**src/rtl/svga_sync_if.sv**
```systemverilog
// svga_sync_if: raster timing bundle (sync strobes, visible-area enable, pixel coordinates)
// Ports (master drives / slave reads): hsync, vsync, video_enable, pixel_x[10:0], pixel_y[9:0]
interface svga_sync_if;
    logic        hsync;
    logic        vsync;
    logic        video_enable;
    logic [10:0] pixel_x;
    logic [9:0]  pixel_y;
    modport master (output hsync, vsync, video_enable, pixel_x, pixel_y);
    modport slave  (input  hsync, vsync, video_enable, pixel_x, pixel_y);
endinterface

```
**src/rtl/svga_sync.sv**
```systemverilog
// svga_sync: 800x600@72Hz raster timing generator, one pixel per clock, all outputs registered
// Ports: clock (pixel clock), reset (synchronous, active-high),
//        vga master: hsync, vsync (active level SYNC_POL), video_enable, pixel_x[10:0], pixel_y[9:0]
module svga_sync #(
    parameter int H_VIS    = 800,
    parameter int H_FP     = 56,
    parameter int H_SYNC   = 120,
    parameter int H_BP     = 64,
    parameter int V_VIS    = 600,
    parameter int V_FP     = 37,
    parameter int V_SYNC   = 6,
    parameter int V_BP     = 23,
    parameter bit SYNC_POL = 1'b1
) (
    input  logic        clock,
    input  logic        reset,
    svga_sync_if.master vga
);
    localparam logic [10:0] H_LAST = 11'(H_VIS + H_FP + H_SYNC + H_BP - 1);
    localparam logic [10:0] H_VEND = 11'(H_VIS);
    localparam logic [10:0] HS_BEG = 11'(H_VIS + H_FP);
    localparam logic [10:0] HS_END = 11'(H_VIS + H_FP + H_SYNC);
    localparam logic [9:0]  V_LAST = 10'(V_VIS + V_FP + V_SYNC + V_BP - 1);
    localparam logic [9:0]  V_VEND = 10'(V_VIS);
    localparam logic [9:0]  VS_BEG = 10'(V_VIS + V_FP);
    localparam logic [9:0]  VS_END = 10'(V_VIS + V_FP + V_SYNC);
    // Power-up values describe pixel (0,0) so the raster runs correctly with reset tied low.
    logic [10:0] h  = '0;
    logic [9:0]  v  = '0;
    logic        hs = ~SYNC_POL;
    logic        vs = ~SYNC_POL;
    logic        ve = 1'b1;
    logic [10:0] h_nx;
    logic [9:0]  v_nx;
    always_comb begin
        h_nx = (h == H_LAST) ? '0 : h + 11'd1;
        v_nx = (h != H_LAST) ? v : (v == V_LAST) ? '0 : v + 10'd1;
    end
    // Decodes use the next counter values so they land on the same edge as the coordinates.
    always_ff @(posedge clock) begin
        if (reset) begin
            h  <= '0;
            v  <= '0;
            hs <= ~SYNC_POL;
            vs <= ~SYNC_POL;
            ve <= 1'b0;
        end else begin
            h  <= h_nx;
            v  <= v_nx;
            hs <= (h_nx >= HS_BEG && h_nx < HS_END) ? SYNC_POL : ~SYNC_POL;
            vs <= (v_nx >= VS_BEG && v_nx < VS_END) ? SYNC_POL : ~SYNC_POL;
            ve <= (h_nx < H_VEND) && (v_nx < V_VEND);
        end
    end
    assign vga.pixel_x      = h;
    assign vga.pixel_y      = v;
    assign vga.hsync        = hs;
    assign vga.vsync        = vs;
    assign vga.video_enable = ve;
endmodule

```
**src/flat_wrapper.sv**
```systemverilog
// flat-port wrapper written by rule: the top's interface ports become plain ports
module svga_sync_flat 
#(
    parameter int H_VIS    = 800,
    parameter int H_FP     = 56,
    parameter int H_SYNC   = 120,
    parameter int H_BP     = 64,
    parameter int V_VIS    = 600,
    parameter int V_FP     = 37,
    parameter int V_SYNC   = 6,
    parameter int V_BP     = 23,
    parameter bit SYNC_POL = 1'b1
)
  (clock, reset, vga_hsync, vga_vsync, vga_video_enable, vga_pixel_x, vga_pixel_y);
  svga_sync_if vga_i ();
  input  logic clock;
  input  logic reset;
  output wire logic [$bits(vga_i.hsync)-1:0] vga_hsync;
  output wire logic [$bits(vga_i.vsync)-1:0] vga_vsync;
  output wire logic [$bits(vga_i.video_enable)-1:0] vga_video_enable;
  output wire logic [$bits(vga_i.pixel_x)-1:0] vga_pixel_x;
  output wire logic [$bits(vga_i.pixel_y)-1:0] vga_pixel_y;
  assign vga_hsync = vga_i.hsync;
  assign vga_vsync = vga_i.vsync;
  assign vga_video_enable = vga_i.video_enable;
  assign vga_pixel_x = vga_i.pixel_x;
  assign vga_pixel_y = vga_i.pixel_y;
  svga_sync #(.H_VIS(H_VIS), .H_FP(H_FP), .H_SYNC(H_SYNC), .H_BP(H_BP), .V_VIS(V_VIS), .V_FP(V_FP), .V_SYNC(V_SYNC), .V_BP(V_BP), .SYNC_POL(SYNC_POL)) u_core (.clock(clock), .reset(reset), .vga(vga_i));
endmodule
```
**config.mk**
```make
export PLATFORM = sky130hd
export DESIGN_NAME = svga_sync_flat
export DESIGN_NICKNAME = d
export VERILOG_FILES = /design/src/rtl/svga_sync_if.sv /design/src/rtl/svga_sync.sv /design/src/flat_wrapper.sv
export SDC_FILE = /design/constraint.sdc
export NUM_CORES = 1
export LEC_CHECK = 0
export CORE_MARGIN = 4
export CORE_UTILIZATION = 33
export DETAILED_ROUTE_END_ITERATION = 8
export PLACE_DENSITY_LB_ADDON = 0.3
export SLEW_MARGIN = 20
export SYNTH_ARGS = -nofsm -noshare
export SYNTH_HDL_FRONTEND = slang
export SYNTH_SLANG_ARGS = --single-unit
```
**constraint.sdc**
```tcl
create_clock -name clock -period 4.7 [get_ports clock]
set_input_delay 0.705 -clock clock [delete_from_list [all_inputs] [get_ports clock]]
set_output_delay 0.705 -clock clock [all_outputs]
set_load 0.05 [all_outputs]
```
==> results by group <==
Yosys
  – Fraction of registers with async set/reset: 0%
  – Area leader, netlist: dfxtp_1
  – Top-area cell type share of the netlist area: 29.7%
  – Count of state elements after synthesis: 24
  – Post-Syn Area: 1620 µm²
  – Synth cell types: 56
  – Cell types occupying the most area after synthesis: dfxtp_1 30%, xnor2_1 5.4%, a21oi_1 4.3%
  – Post-synth EDFFs: 0
  – Yosys warns: 0
  – Net Count, Synth: 199
  – Mean Syn Cell Area: 8.33 µm²
  – Primary FF master, synth: dfxtp_1
  – Synthesized instance count: 194
  – Seq/Total Area, Yosys: 29.7%

Timing
  – RSZ-0062 raised after global routing: no
  – Tightest Pin Transition: 0.875 ns
  – Slew margin rel.: 41.5%
  – Setup violation total in the final timing report: 0
  – Final Hold Fails: 0
  – Fin crit share: 55.0%
  – Final min period: 2.58 ns
  – Fin. max-slew vios: 0
  – Total negative slack: 0 ns
  – Fmax: 0.387 GHz
  – Clock skew: 0.00137 ns

Pwr
  – PwrDens: 203 nW/µm²
  – Clk pwr share: 37.2%
  – Net Switching: 0.0000960 W
  – P_int: 0.000295 W
  – Leakage power: 0.602 nW
  – Comb power frac: 8.9%
  – Sw frac: 24.6%
  – Flop pwr share: 54.0%
  – Peak supply drop: 0.000158 V

Layout
  – Share of layout cells above drive strength 1: 8.10%
  – Area growth syn-to-layout: 19.2%
  – Commonest non-fill, non-tap cells in the layout: 25 x clkdlybuf4s50_1, 24 x dfxtp_1, 17 x nor2_1
  – Diodes inserted: 0
  – Non-Filler Instances: 277
  – Layout net count: 216
  – Final instance area: 1930 µm²
  – Most common cell after layout, fill and taps aside: clkdlybuf4s50_1

CTS
  – CTS resizes: 0
  – Postcts setup bufs: 0
  – TritonCTS Sinks: 24
  – Hold buffers post-CTS: 0
  – Num CTS Buffers: 3
  – CTS clk-pin slew, worst paths: 0.09 ns
  – Worst skew pair latency: 0.27 ns
  – H-tree depth: 1
  – CTS tree: yes
  – Root buffer cell: clkbuf_8
  – CTS max path bufs: 2

Global routing
  – Overflow after GRT: 0
  – Vias in the first global route: 1463
  – Largest net degree at the start of global routing: 24
  – Global-route wire length before repair: 6990 µm
  – GRT Total Usage: 13.9%
  – Initial antenna violation count: 0

Placed design
  – Post-DP Area: 1870 µm²
  – Gp weighted congestion: 0.841
  – I/O Buffers: 25
  – HPWL after detailed placement: 2880 µm
  – # placed instances: 273

Floorplanning
  – Io pins: 26
  – CORE AREA: 4720 µm²
  – Die width: 78.0 µm
  – Initial Util: 34.2%
  – Site Rows: 25
  – Chip height: 78.0 µm
  – Die area: 6080 µm²

Setup path
  – Max incr delay on CP: 0.91 ns
  – Slowest CP cell: clkdlybuf4s50_1
  – Crit path cell chain: clkdlybuf4s50_1
  – Cell family with most CP delay: buffers and inverters
  – Critical Path Fanout Max: 16
  – Crit path capture type: primary output
  – WP data required: 3.99 ns
  – Setup CP Type: register to primary output
  – CP bufs+invs: 1
  – CP Launch Type: register
  – Crit path arrival time: 1.88 ns

Drt
  – Routed Antenna Nets: 0
  – DR pass1 iterations: 4
  – Post-route DRC: 0
  – Via density: 5.61
  – Detailed-route wire length per cell: 14.7 µm
  – Detailed Route Iter0 Violations: 132
  – Final WL: 4080 µm
  – Via count: 1553

Outcome
  – Status: finished, final reports clean

Run
  – Number of max-cap violations: 0

Worst hold path
  – Min-delay worst type: register to register
[layer usage]
metal | track usage [%] | vias up | part of all wire [%]
met5 | 0 | - | 0
li1 | - | 763 | -
met2 | 22.8 | 39 | 46
met4 | 3.67 | 0 | 0.93
met3 | 3.02 | 4 | 4.7
met1 | 18.5 | 747 | 49
[state kept, by name, summed over array words and instances, names as in the netlist]
signal                   cells
u_core.vga.pixel_x          11
u_core.vga.pixel_y          10
u_core.vga.hsync             1
u_core.vga.video_enable      1
u_core.vga.vsync             1
[layout make-up]
class	count	area, µm²
multi-input cells	151	1030
clock buffers	4	55.1
flip-flops and latches	24	480
fillers	498	2800
repair buffers	25	250
inverters	6	22.5
well taps	67	83.8
[power groups by stage]
stage,combinational [W],clock (W),sequential [W]
floorplan,0.0000126,0,0.000227
global placement,0.0000347,0,0.000216
detailed placement,0.0000349,0,0.000216
CTS,0.0000350,0.000150,0.000211
global route,0.0000369,0.000157,0.000212
finish,0.0000347,0.000145,0.000211
[per-stage QoR]
stage | total power, W | hold slack, ns | worst slack (ns) | util, %
detailed placement | 0.000250 | 0.490 | 2.15 | 39.6
finish | 0.000391 | 0.503 | 2.12 | 40.8
floorplan | 0.000239 | 0.742 | 2.05 | -
global route | 0.000406 | 0.560 | 1.89 | 40.8
global placement | 0.000250 | 0.495 | 2.14 | 39.6
CTS | 0.000396 | 0.508 | 2.09 | 40.8
[cells in the mapped netlist (2+ instances only)]
master     count
ha_1           3
nand3b_1       2
nor2_1        17
buf_6          2
xor2_1         3
nand4_1        2
xnor2_1       10
o21ai_1        2
a311oi_1       2
nor4_1         5
o21ai_0        5
nor3_1        14
nor3b_1        4
dfxtp_1       24
inv_1          6
or3_2          2
a21oi_1       14
buf_2          4
or2_2          2
o211ai_1       2
nand4bb_1      2
nand2_1       11
or4_1          2
clkbuf_1       6
or3_1          4
nand4b_1       3
nand3_1        6
mux2i_1        2
a211oi_1       2
a31oi_1        3
and3_1         3
[logic make-up after synthesis]
family / Yosys count / share of synthesized area, %
xor gates and xnor gates: 13 / 7.05
muxes: 2 / 1.24
buffers and inverters: 19 / 6.27
DFF: 24 / 29.7
adders and majority gates: 3 / 2.32
and+or+nand+nor: 90 / 34.9
AOI/OAI and AO/OA: 43 / 18.5
[path summary, 6_finish.rpt]
kind | start | endpoint | slack (ns) | depth (start not counted)
worst min register to register | u_core.vga.pixel_x[0] | u_core.vga.pixel_x[0] | 0.50 | 1
worst max-delay path | u_core.vga.pixel_x[7] | vga_pixel_x[7] | 2.12 | 1
worst max register to register | u_core.vga.pixel_y[0] | u_core.vga.vsync | 2.12 | 7
worst min-delay path | u_core.vga.pixel_x[0] | u_core.vga.pixel_x[0] | 0.50 | 1
Note: power is estimated with default switching activity, not from simulation.
